File: src/rtl/seg_scan_ctrl.sv
// Scan controller for NDIG common-anode 7-segment digits sharing one external
// hex decoder. Holds a double-buffered display value, steps through the digits
// with a blank gap before each one, and applies mask and leading-zero blanking.
module seg_scan_ctrl #(
  parameter int NDIG  = 4,
  parameter int DWELL = 50000,
  parameter int GAP   = 500
) (
  input  logic                i_clk,
  input  logic                i_rst_n,
  input  logic                i_ld_valid,
  output logic                o_ld_ready,
  input  logic [4*NDIG-1:0]   i_ld_data,
  input  logic [NDIG-1:0]     i_ld_blank,
  input  logic                i_lzb,
  output logic [3:0]          o_dec_nib,
  input  logic [6:0]          i_dec_seg,
  output logic [6:0]          o_seg_n,
  output logic [NDIG-1:0]     o_an_n,
  output logic                o_frame_tick
);

  localparam int MAXLEN = (DWELL > GAP) ? DWELL : GAP;
  localparam int CW     = $clog2(MAXLEN + 1);
  localparam int IW     = (NDIG > 1) ? $clog2(NDIG) : 1;

  localparam logic [CW-1:0] GAP_LAST   = CW'(GAP - 1);
  localparam logic [CW-1:0] DWELL_LAST = CW'(DWELL - 1);
  localparam logic [IW-1:0] IDX_LAST   = IW'(NDIG - 1);

  typedef enum logic {
    S_GAP = 1'b0,
    S_ON  = 1'b1
  } state_t;

  state_t              r_state;
  state_t              w_state_nxt;
  logic [CW-1:0]       r_cnt;
  logic [CW-1:0]       w_cnt_nxt;
  logic [IW-1:0]       r_idx;
  logic [IW-1:0]       w_idx_nxt;
  logic                w_last;
  logic                w_enter_on;
  logic                w_enter_gap;
  logic                w_boundary;

  logic [4*NDIG-1:0]   r_act_data;
  logic [NDIG-1:0]     r_act_mask;
  logic [4*NDIG-1:0]   r_pend_data;
  logic [NDIG-1:0]     r_pend_mask;
  logic                r_pend_full;
  logic                r_frame_tick;

  logic [6:0]          r_seg_n;
  logic [NDIG-1:0]     r_an_n;
  logic [NDIG-1:0]     w_an_on;
  logic                w_mask_bit;
  logic                w_upper_zero;
  logic                w_blank;

  // State, dwell counter and digit index registers.
  always_ff @(posedge i_clk) begin
    if (!i_rst_n) begin
      r_state <= S_GAP;
      r_cnt   <= '0;
      r_idx   <= '0;
    end else begin
      r_state <= w_state_nxt;
      r_cnt   <= w_cnt_nxt;
      r_idx   <= w_idx_nxt;
    end
  end

  // Next-state logic: count to the state length, then toggle; advance the digit when a lit period ends.
  always_comb begin
    w_state_nxt = r_state;
    w_cnt_nxt   = r_cnt + 1'b1;
    w_idx_nxt   = r_idx;
    w_last      = 1'b0;
    case (r_state)
      S_GAP: begin
        w_last = (r_cnt == GAP_LAST);
        if (w_last) begin
          w_state_nxt = S_ON;
          w_cnt_nxt   = '0;
        end
      end
      S_ON: begin
        w_last = (r_cnt == DWELL_LAST);
        if (w_last) begin
          w_state_nxt = S_GAP;
          w_cnt_nxt   = '0;
          w_idx_nxt   = (r_idx == IDX_LAST) ? '0 : r_idx + 1'b1;
        end
      end
      default: begin
        w_state_nxt = S_GAP;
        w_cnt_nxt   = '0;
      end
    endcase
  end

  assign w_enter_on  = (r_state == S_GAP) && w_last;
  assign w_enter_gap = (r_state == S_ON) && w_last;
  assign w_boundary  = w_enter_gap && (r_idx == IDX_LAST);

  // Select the active nibble and anode for the current index, and find whether all digits from idx upward are zero.
  always_comb begin
    o_dec_nib    = 4'h0;
    w_an_on      = '1;
    w_mask_bit   = 1'b0;
    w_upper_zero = 1'b1;
    for (int i = 0; i < NDIG; i++) begin
      if (r_idx == IW'(i)) begin
        o_dec_nib  = r_act_data[4*i +: 4];
        w_an_on[i] = 1'b0;
        w_mask_bit = r_act_mask[i];
      end
      if ((IW'(i) >= r_idx) && (r_act_data[4*i +: 4] != 4'h0)) begin
        w_upper_zero = 1'b0;
      end
    end
  end

  assign w_blank = w_mask_bit || (i_lzb && (r_idx != '0) && w_upper_zero);

  // Segment and anode pins: load decoded digit on entering the lit state, go dark on entering the gap.
  always_ff @(posedge i_clk) begin
    if (!i_rst_n) begin
      r_an_n  <= '1;
      r_seg_n <= 7'h7F;
    end else if (w_enter_on) begin
      r_an_n  <= w_an_on;
      r_seg_n <= w_blank ? 7'h7F : i_dec_seg;
    end else if (w_enter_gap) begin
      r_an_n  <= '1;
      r_seg_n <= 7'h7F;
    end
  end

  // Double buffer: accept a load into pending, move pending to active only at the frame boundary.
  always_ff @(posedge i_clk) begin
    if (!i_rst_n) begin
      r_act_data   <= '0;
      r_act_mask   <= '0;
      r_pend_data  <= '0;
      r_pend_mask  <= '0;
      r_pend_full  <= 1'b0;
      r_frame_tick <= 1'b0;
    end else begin
      r_frame_tick <= w_boundary && r_pend_full;
      if (w_boundary && r_pend_full) begin
        r_act_data  <= r_pend_data;
        r_act_mask  <= r_pend_mask;
        r_pend_full <= 1'b0;
      end else if (i_ld_valid && !r_pend_full) begin
        r_pend_data <= i_ld_data;
        r_pend_mask <= i_ld_blank;
        r_pend_full <= 1'b1;
      end
    end
  end

  assign o_ld_ready   = !r_pend_full;
  assign o_frame_tick = r_frame_tick;
  assign o_seg_n      = r_seg_n;
  assign o_an_n       = r_an_n;

endmodule

File: config.mk
export PLATFORM = sky130hd
export DESIGN_NAME = seg_scan_ctrl
export DESIGN_NICKNAME = d
export VERILOG_FILES = /design/src/rtl/seg_scan_ctrl.sv
export SDC_FILE = /design/constraint.sdc
export NUM_CORES = 1
export LEC_CHECK = 0
export CAP_MARGIN = 15
export CORE_ASPECT_RATIO = 0.75
export CORE_MARGIN = 3
export CORE_UTILIZATION = 57
export DETAILED_ROUTE_END_ITERATION = 8
export HOLD_SLACK_MARGIN = 0.06
export MAX_ROUTING_LAYER = met4
export PLACE_DENSITY = 0.89
export SLEW_MARGIN = 20
export SYNTH_ARGS = -nofsm -noshare
export SYNTH_HDL_FRONTEND = slang
export SYNTH_SLANG_ARGS = --single-unit
export TNS_END_PERCENT = 50
File: constraint.sdc
create_clock -name i_clk -period 5.8 [get_ports i_clk]
set_clock_uncertainty 0.2 [all_clocks]
set_input_delay 1.16 -clock i_clk [delete_from_list [all_inputs] [get_ports i_clk]]
set_output_delay 1.16 -clock i_clk [all_outputs]
set_load 0.05 [all_outputs]
Word-level counts from Yosys, hierarchy flattened. Cells that the tools add are included.

Multiply operators: 0. Divide/modulo/power cells: 0. Reductions and logical operators: 23. $lt $le $gt $ge: 4. Muxes and demuxes: 29. Bitwise gates (word level): 3. Add/sub/neg operators: 2. Shift-type cells: 0. Eq/ne operators: 5.

Operators with widths (count): 2-to-1 mux 16 bit (2); one-hot mux 16 bit (2 select lines) (1); 2-to-1 mux 4 bit (6); 2-to-1 mux 7 bit (3); adder 16 x 1 -> 16 bit (second input constant) (1); == test 16 bit (second input constant) (1); == test 16 x 9 -> 1 bit (second input constant) (1); nonzero test 4 bit (4); 2-to-1 mux 1 bit (14); logical AND 1 bit (11); == test 2 bit (second input constant) (2); >= comparator 1 x 2 -> 1 bit (first input constant) (2); >= comparator 2 bit (first input constant) (2); one-hot mux 1 bit (2 select lines) (2); AND reduction 2 bit (2); nonzero test 2 bit (2); inverter 1 bit (3); adder 2 x 1 -> 2 bit (second input constant) (1); == test 2 x 1 -> 1 bit (second input constant) (1); zero test 2 bit (1); 2-to-1 mux 2 bit (1); OR reduction 2 bit (1); zero test 1 bit (1); logical OR 1 bit (1).

Latch bits: 0. Memories: 0. Flip-flop bits (word level): 72. Bits in read-only memories: 0. Memory bits (writable): 0. Word-level logic and storage cells: 77.

Longest topological paths before layout. Gate-level depths: netlist of run 1.

Depth after elaboration: 10. Depth in mapped cells: 7. Depth with buffers taken out: 7.

Worst setup path after synthesis of run 1. OpenSTA, ideal clock, no wires.

Kind: register to output. Start point: register r_idx[1]. End point: output o_dec_nib[0]. Required time: 4.440 ns. Arrival time: 2.252 ns. Stages on the path, launching flop included: 8. Slack: 2.188 ns. Path buffers: 1. Path through: dfxtp_1 -> inv_1 -> ha_1 -> clkbuf_1 -> nand3b_1 -> a21oi_1 -> a21oi_1 -> o21ai_0.

Cells in the longest elaborated chain, start to end: 5. Elaborated cells on any way between the ends: 8. Those cells by class: eq/ne: 3; mux: 4; reduce/logical: 1.

RTL lines: from (decl) (line 40) `logic [IW-1:0] r_idx;`; from (signal assigned) (line 70) `r_idx <= w_idx_nxt;`; zero test 2 bit (line 114) `if (r_idx == IW'(i)) begin`; 2-to-1 mux 4 bit (3 in series) (line 114); 2-to-1 mux 4 bit (*) (line 114); to (decl) (line 16) `output logic [3:0] o_dec_nib,`.

Every way passes the cells marked *; elsewhere a longest branch is shown, timed or not.

Worst setup path in the final report of run 1. Ends and elaborated chain as after synthesis.

==> results of run 1 <==
==> area by class of cell <==
class	instances	area share (%)
multi-input cells	273	39.17
flip-flops and latches	72	38.21
repair buffers	48	12.67
clock buffers	10	3.648
clock inverters	6	2.421
well taps	72	2.388
inverters	15	1.493
==> per-stage QoR <==
step           util (%)  hold WS (ns)  cells  power (mW)  cell area, um^2
5_1_grt           74.48        0.2686    496       1.047             3772
4_1_cts           74.48        0.2586    496       1.018             3772
6_report          74.48        0.2599    496       1.013             3772
2_1_floorplan         -        0.2319    380      0.5487             3082
3_5_place_dp      69.96        0.2465    480      0.5763             3543
3_3_place_gp      69.96        0.2417    480      0.5744             3543
==> logic make-up after synthesis <==
kind of cell | count (synthesis)
AO/OA/AOI/OAI | 74
XOR/XNOR | 14
adder cells (fa/ha/maj) | 6
buffers and inverters | 35
flip-flops | 72
AND/OR/NAND/NOR | 179
==> registers in the layout, summed over array words and instances, names as in the netlist <==
name          cells
o_an_n            4
o_frame_tick      1
o_seg_n           7
r_act_data       16
r_act_mask        4
r_cnt            16
r_idx             2
r_pend_data      16
r_pend_full       1
r_pend_mask       4
r_state           1
==> path summary, 6_finish.rpt <==
path / startpoint / endpoint / slack (ns) / cells past startpoint
max: r_idx[1]$_SDFFE_PN0P_ / o_dec_nib[0] / 1.83 / 7
min: r_pend_data[7]$_SDFFE_PN0P_ / r_pend_data[7]$_SDFFE_PN0P_ / 0.26 / 2
max reg2reg: r_cnt[11]$_SDFF_PN0_ / o_seg_n[5]$_SDFFE_PN1P_ / 2.94 / 4
min reg2reg: r_pend_data[7]$_SDFFE_PN0P_ / r_pend_data[7]$_SDFFE_PN0P_ / 0.26 / 2
==> cells in the final DEF (no fill, tap or decap), types with 2 or more instances in the layout <==
| cell | netlist | routed |
|---|---|---|
| ha_1 | 6 | 6 |
| and3_1 | 2 | 2 |
| xor2_1 | 6 | 6 |
| nand4_1 | 4 | 4 |
| dfxtp_1 | 72 | 72 |
| nor4_1 | 4 | 4 |
| and3_2 | 2 | 2 |
| nor3_1 | 2 | 2 |
| or4_4 | 2 | 2 |
| o21ai_0 | 5 | 5 |
| nor3b_1 | 7 | 7 |
| nand3b_1 | 5 | 5 |
| a32oi_1 | 11 | 11 |
| inv_1 | 14 | 14 |
| clkinv_4 | 0 | 2 |
| clkbuf_8 | 0 | 10 |
| nand3_1 | 9 | 9 |
| nor2b_1 | 2 | 2 |
| nor2_1 | 24 | 24 |
| clkdlybuf4s50_1 | 0 | 47 |
| bufinv_16 | 0 | 2 |
| xnor2_1 | 8 | 8 |
| nor2_2 | 10 | 10 |
| a21oi_1 | 55 | 55 |
| nand2_1 | 96 | 96 |
==> metal layers <==
metal,vias up,global-route usage (%),share of wire [%]
met4,0,7.525,1.3
met3,12,7.267,7.0
met5,-,-,0
li1,1358,-,-
met2,83,36.89,45
met1,1320,30.54,47
==> worst register-to-register path, stage by stage (launching register included) <==
cell	delay, ns
dfxtp_1	0.35
or4_4	0.60
nor4_2	0.90
a21oi_1	0.41
a32oi_1	0.32
==> where the power goes <==
part / switching, mW / internal [mW] / total [mW]
Clock: 0.191 / 0.256 / 0.447
Sequential: 0.00671 / 0.504 / 0.511
Combinational: 0.0275 / 0.0272 / 0.0548
Total: 0.226 / 0.787 / 1.01
==> metrics.csv, run 1 <==
stage,metric,value,unit
logic_synthesis,adder-cell area share of the yosys netlist,2.436,%
place,Port Buffers,47,
logic_synthesis,Mapped Avg Cell Area,8.110,um^2
cts,CTS Buf Count,9,
sta,max-slew violations,0,
place,pre-CTS setup slack,2.216,ns
worst_setup_path,CP max FO,12,
sta,final worst slack,1.831,ns
final_layout,area growth from synthesis to layout,22.41,%
cts,post-cts hold buffer count,0,
detailed_routing,initial DRC count,237,
power,Max rail drop VDD,0.1956,mV
logic_synthesis,Post-Syn Nets,417,
worst_setup_path,Required @ worst endpoint,4.44,ns
logic_synthesis,Post-synth top cells,"96 x nand2_1, 72 x dfxtp_1, 55 x a21oi_1",
cts,post-CTS sizing,0,
logic_synthesis,Synth Area in XOR/XNOR,3.979,%
sta,final hold vios,0,
detailed_routing,vias,2773,
detailed_routing,Final ANT Viol Nets,0,
global_routing,largest net degree at the start of global routing,56,
global_routing,total gr overflow,0,
worst_setup_path,Critical-path top delay cell,clkdlybuf4s50_1,
worst_setup_path,critical path's top delay family,buffers and inverters,
detailed_routing,vias per cell,5.591,
logic_synthesis,Yosys cell types,40,
sta,relative slew slack,31.00,%
cts,"Reg clk slew, reported paths",0.07,ns
final_layout,Reg area,0.001441,mm^2
worst_setup_path,CP Cell Sequence,inv_1 -> ha_1 -> nand3b_1 -> a21oi_1 -> a21oi_1 -> o21ai_0 -> clkdlybuf4s50_1,
global_routing,number of global-route vias before repair,2614,
sta,RSZ-0062 raised after global routing,no,
worst_setup_path,crit-path most repeated cell,a21oi_1,
detailed_routing,DRC errors left,0,
cts,Post CTS Setup Buffer Count,0,
cts,htree depth,3,
logic_synthesis,largest family of logic cells by synthesized area,simple AND/OR/NAND/NOR gates,
sta,Final Setup Violations,0,
cts,CTS sink cnt,72,
worst_setup_path,CP Buf/Inv Count,2,
global_routing,first-pass GRT wire length,12.03,mm
sta,fin crit period,3.969,ns
final_layout,area occupied by multi-input gates,0.001478,mm^2
worst_setup_path,kind of critical path,register to output pin,
logic_synthesis,synth top area cells,"dfxtp_1 47%, nand2_1 12%, a21oi_1 8.9%",
logic_synthesis,Synth Area in Compound Gates,13.60,%
final_layout,layout cells sized above 1,8.726,%
logic_synthesis,main flop type after synthesis,dfxtp_1,
cts,root buffer selected by CTS,clkbuf_8,
sta,"Period Utilization, post-route",68.43,%
worst_setup_path,crit path DAT,2.61,ns
final_layout,antenna diode count,0,
logic_synthesis,yosys warns,0,
logic_synthesis,cell taking the most area after synthesis,dfxtp_1,
logic_synthesis,Synth Cell Area,0.003082,mm^2
detailed_routing,final WL,6.991,mm
place,Detail Placement HPWL,4.613,mm
logic_synthesis,mux cell area share after synthesis,0,%
logic_synthesis,Post-synth ARST share,0,%
floorplan,Core Region,0.005065,mm^2
logic_synthesis,Synth Area in Simple Gates,27.93,%
hold_path,Worst Hold Class,register to register,
power,PwrDens,268.5,mW/mm^2
logic_synthesis,post-synthesis sequential area ratio,46.77,%
logic_synthesis,#FFs+latches synth,72,
floorplan,Die Height,69.68,um
floorplan,IO Count,48,
global_routing,Global Route Usage Sum,24.02,%
global_routing,number of antenna violations at the first check in global routing,0,
floorplan,Cell Rows,22,
cts,Bufs on Longest Clock Path,2,
cts,CTS tree,yes,
final_layout,Layout Nets,456,
outcome,outcome,completed,
power,static leakage,1.338,nW
detailed_routing,DR WL/cell,14.09,um
worst_setup_path,Startpoint Class,register,
sta,Max Fclk,252.0,MHz
floorplan,Die Area,0.006334,mm^2
final_layout,Fillers,380,
sta,Setup TNS,0,ns
logic_synthesis,Synth Instances,380,
logic_synthesis,Synth top area share,46.77,%
floorplan,die width,90.91,um
place,routability cong.,0.8391,
floorplan,Initial Util,60.84,%
worst_setup_path,critical path endpoint category,output pin,
worst_setup_path,Worst path max stage delay,0.83,ns
logic_synthesis,number of synthesized flops with an enable pin,0,
logic_synthesis,most frequent cell after synthesis,nand2_1,
detailed_routing,drt pass-1 iters,5,
sta,Worst-Margin Slew,1.026,ns
flow_run,max-cap violations,0,
cts,clock latency on the worst-skew pair,0.35,ns
Note: power is estimated with default switching activity, not from simulation.
==> run 2: changes to the inputs <==
--- a/config.mk
+++ b/config.mk
@@ -8,11 +8,11 @@
 export CAP_MARGIN = 15
 export CORE_ASPECT_RATIO = 0.75
 export CORE_MARGIN = 3
-export CORE_UTILIZATION = 57
+export CORE_UTILIZATION = 48
 export DETAILED_ROUTE_END_ITERATION = 8
 export HOLD_SLACK_MARGIN = 0.06
 export MAX_ROUTING_LAYER = met4
-export PLACE_DENSITY = 0.89
+export PLACE_DENSITY = 0.8
 export SLEW_MARGIN = 20
 export SYNTH_ARGS = -nofsm -noshare
 export SYNTH_HDL_FRONTEND = slang
==> constraint.sdc (replaced) <==
create_clock -name i_clk -period 3.2 [get_ports i_clk]
set_clock_uncertainty 0.2 [all_clocks]
set_input_delay 0.64 -clock i_clk [delete_from_list [all_inputs] [get_ports i_clk]]
set_output_delay 0.64 -clock i_clk [all_outputs]
set_load 0.05 [all_outputs]
==> run 2 against run 1 <==
Sequential power grew 81%. Critical endpoint unchanged. Largest cell class unchanged. Die area grew 17%. Final area grew 0.66%. Power grew 79%. Critical path type unchanged.
==> metrics.csv, run 2 (synthesis gave the netlist of run 1 again) <==
stage,metric,value,unit,change
outcome,outcome,completed,,
flow_run,max-cap violations,0,,unchanged
global_routing,Global Route Usage Sum,19.89,%,-4.1 points
detailed_routing,vias per cell,5.272,,-5.7%
place,pre-CTS setup slack,0.4183,ns,-1.797 ns
place,Port Buffers,47,,unchanged
sta,Final Setup Violations,0,,unchanged
worst_setup_path,critical path's top delay family,compound AO/OA/AOI/OAI gates,,
cts,CTS tree,yes,,
place,Detail Placement HPWL,4.718,mm,+2.3%
detailed_routing,initial DRC count,184,,-22%
cts,post-cts hold buffer count,0,,unchanged
power,Max rail drop VDD,0.3549,mV,+81%
final_layout,Fillers,548,,+44%
place,Post-DP Area,0.003578,mm^2,+0.99%
worst_setup_path,Startpoint Class,register,,
detailed_routing,final WL,6.778,mm,-3.0%
sta,fin crit period,2.929,ns,
floorplan,Die Height,75.39,um,+8.2%
cts,post-CTS sizing,0,,unchanged
sta,relative slew slack,39.41,%,+8.4 points
sta,Worst-Margin Slew,0.9034,ns,-0.1231 ns
global_routing,number of global-route vias before repair,2499,,-4.4%
sta,"Period Utilization, post-route",91.52,%,
floorplan,die width,98.52,um,+8.4%
cts,CTS sink cnt,72,,unchanged
final_layout,antenna diode count,0,,unchanged
sta,max-slew violations,0,,unchanged
place,dpl cells,491,,+2.3%
cts,htree depth,3,,unchanged
worst_setup_path,crit path DAT,2.09,ns,-0.52 ns
worst_setup_path,crit-path most repeated cell,a21oi_1,,
final_layout,"Core Util, Final",63.23,%,-11 points
hold_path,Worst Hold Class,register to register,,
detailed_routing,Final ANT Viol Nets,0,,unchanged
worst_setup_path,CP Cell Sequence,inv_1 -> ha_1 -> nand3b_1 -> a21oi_1 -> a21oi_1 -> o21ai_0 -> buf_4,,
floorplan,IO Count,48,,unchanged
power,PwrDens,477.1,mW/mm^2,+78%
sta,RSZ-0062 raised after global routing,no,,
global_routing,total gr overflow,0,,unchanged
worst_setup_path,kind of critical path,register to output pin,,
cts,clock latency on the worst-skew pair,0.35,ns,about the same
cts,Post CTS Setup Buffer Count,0,,unchanged
detailed_routing,DRC errors left,0,,unchanged
final_layout,Reg area,0.001441,mm^2,unchanged
worst_setup_path,CP Buf/Inv Count,2,,unchanged
final_layout,"most common cell after layout, fill and taps aside",nand2_1,,
floorplan,Cell Rows,24,,+9.1%
detailed_routing,vias,2673,,-3.6%
floorplan,Die Area,0.007427,mm^2,+17%
worst_setup_path,Required @ worst endpoint,2.36,ns,-2.08 ns
sta,final worst slack,0.2714,ns,-1.560 ns
global_routing,first-pass GRT wire length,11.36,mm,-5.6%
worst_setup_path,Critical-path top delay cell,dfxtp_1,,
worst_setup_path,critical path endpoint category,output pin,,
global_routing,largest net degree at the start of global routing,35,,-38%
sta,Setup TNS,0,ns,unchanged
floorplan,Core Region,0.006006,mm^2,+19%
floorplan,Initial Util,51.31,%,-9.5 points
final_layout,Layout Cells excl Fill,507,,+2.2%
worst_setup_path,Worst path max stage delay,0.41,ns,-0.42 ns
sta,final hold vios,0,,unchanged
worst_setup_path,CP max FO,12,,unchanged
power,static leakage,1.363,nW,+1.9%
final_layout,area growth from synthesis to layout,23.22,%,
final_layout,most frequent cells in the layout,"96 x nand2_1, 72 x dfxtp_1, 55 x a21oi_1, 43 x clkdlybuf4s50_1, 24 x nor2_1",,
place,routability cong.,0.8679,,+3.4%
cts,root buffer selected by CTS,clkbuf_8,,
detailed_routing,drt pass-1 iters,5,,unchanged
detailed_routing,DR WL/cell,13.37,um,-5.2%
cts,"Reg clk slew, reported paths",0.07,ns,about the same
global_routing,number of antenna violations at the first check in global routing,0,,unchanged
final_layout,biggest regs,"r_act_data (16), r_cnt (16), r_pend_data (16)",,
cts,Bufs on Longest Clock Path,2,,unchanged
cts,CTS Buf Count,9,,unchanged
final_layout,layout cells sized above 1,10.72,%,+2.0 points
final_layout,"Design Area, Final",0.003797,mm^2,+0.66%
final_layout,area occupied by multi-input gates,0.001478,mm^2,unchanged
final_layout,Layout Nets,461,,+1.1%
sta,Max Fclk,341.5,MHz,
run 2: per-stage QoR:
| stage | hold slack, ns | power (mW) |
|---|---|---|
| 6_report | 0.2537 | 1.812 |
| 5_1_grt | 0.2752 | 1.882 |
| 4_1_cts | 0.2563 | 1.830 |
| 3_5_place_dp | 0.2475 | 1.047 |
| 3_3_place_gp | 0.2405 | 1.045 |
| 2_1_floorplan | 0.2319 | 0.9946 |
run 2: path summary, 6_finish.rpt:
kind	slack (ns)	to	from	cells past startpoint
worst max register to register	0.70	o_seg_n[0]$_SDFFE_PN1P_	r_idx[0]$_SDFFE_PN0P_	6
worst max-delay path	0.27	o_dec_nib[0]	r_idx[1]$_SDFFE_PN0P_	7
worst min register to register	0.25	r_act_mask[3]$_SDFFE_PN0P_	r_act_mask[3]$_SDFFE_PN0P_	2
worst min-delay path	0.25	r_act_mask[3]$_SDFFE_PN0P_	r_act_mask[3]$_SDFFE_PN0P_	2
run 2: metal layers:
metal	global-route usage, %	up-vias	part of all wire (%)
met5	-	-	0
met4	5.758	0	0.87
met3	7.685	5	7.1
met2	29.81	63	44
met1	25.23	1235	48
li1	-	1370	-
run 2: where the power goes:
group	switching [mW]	total [mW]	internal (mW)
combinational	0.0505	0.102	0.0516
clock	0.345	0.784	0.439
sequential	0.0115	0.925	0.914
run 2: final cells by class:
class                   instances  area share (%)
repair buffers                 53           13.31
flip-flops and latches         72           37.96
clock buffers                   9           3.262
well taps                      78           2.570
inverters                      15           1.483
multi-input cells             273           38.91
clock inverters                 7           2.504
run 2: tightest hold or removal path: cells and delay by family, from the launching register on:
| family | cells | cell delay [ns] |
|---|---|---|
| AO/OA/AOI/OAI | 1 | 0.05 |
| AND/OR/NAND/NOR | 1 | 0.05 |
| flip-flops | 1 | 0.31 |
==> run 3: changes to the inputs <==
--- a/config.mk
+++ b/config.mk
@@ -5,11 +5,11 @@
 export SDC_FILE = /design/constraint.sdc
 export NUM_CORES = 1
 export LEC_CHECK = 0
-export CAP_MARGIN = 15
 export CORE_ASPECT_RATIO = 0.75
 export CORE_MARGIN = 3
 export CORE_UTILIZATION = 48
 export DETAILED_ROUTE_END_ITERATION = 8
+export GPL_ROUTABILITY_DRIVEN = 0
 export HOLD_SLACK_MARGIN = 0.06
 export MAX_ROUTING_LAYER = met4
 export PLACE_DENSITY = 0.8
==> results of run 3 <==
The final DEF is identical to that of run 2; final timing and power are the same.
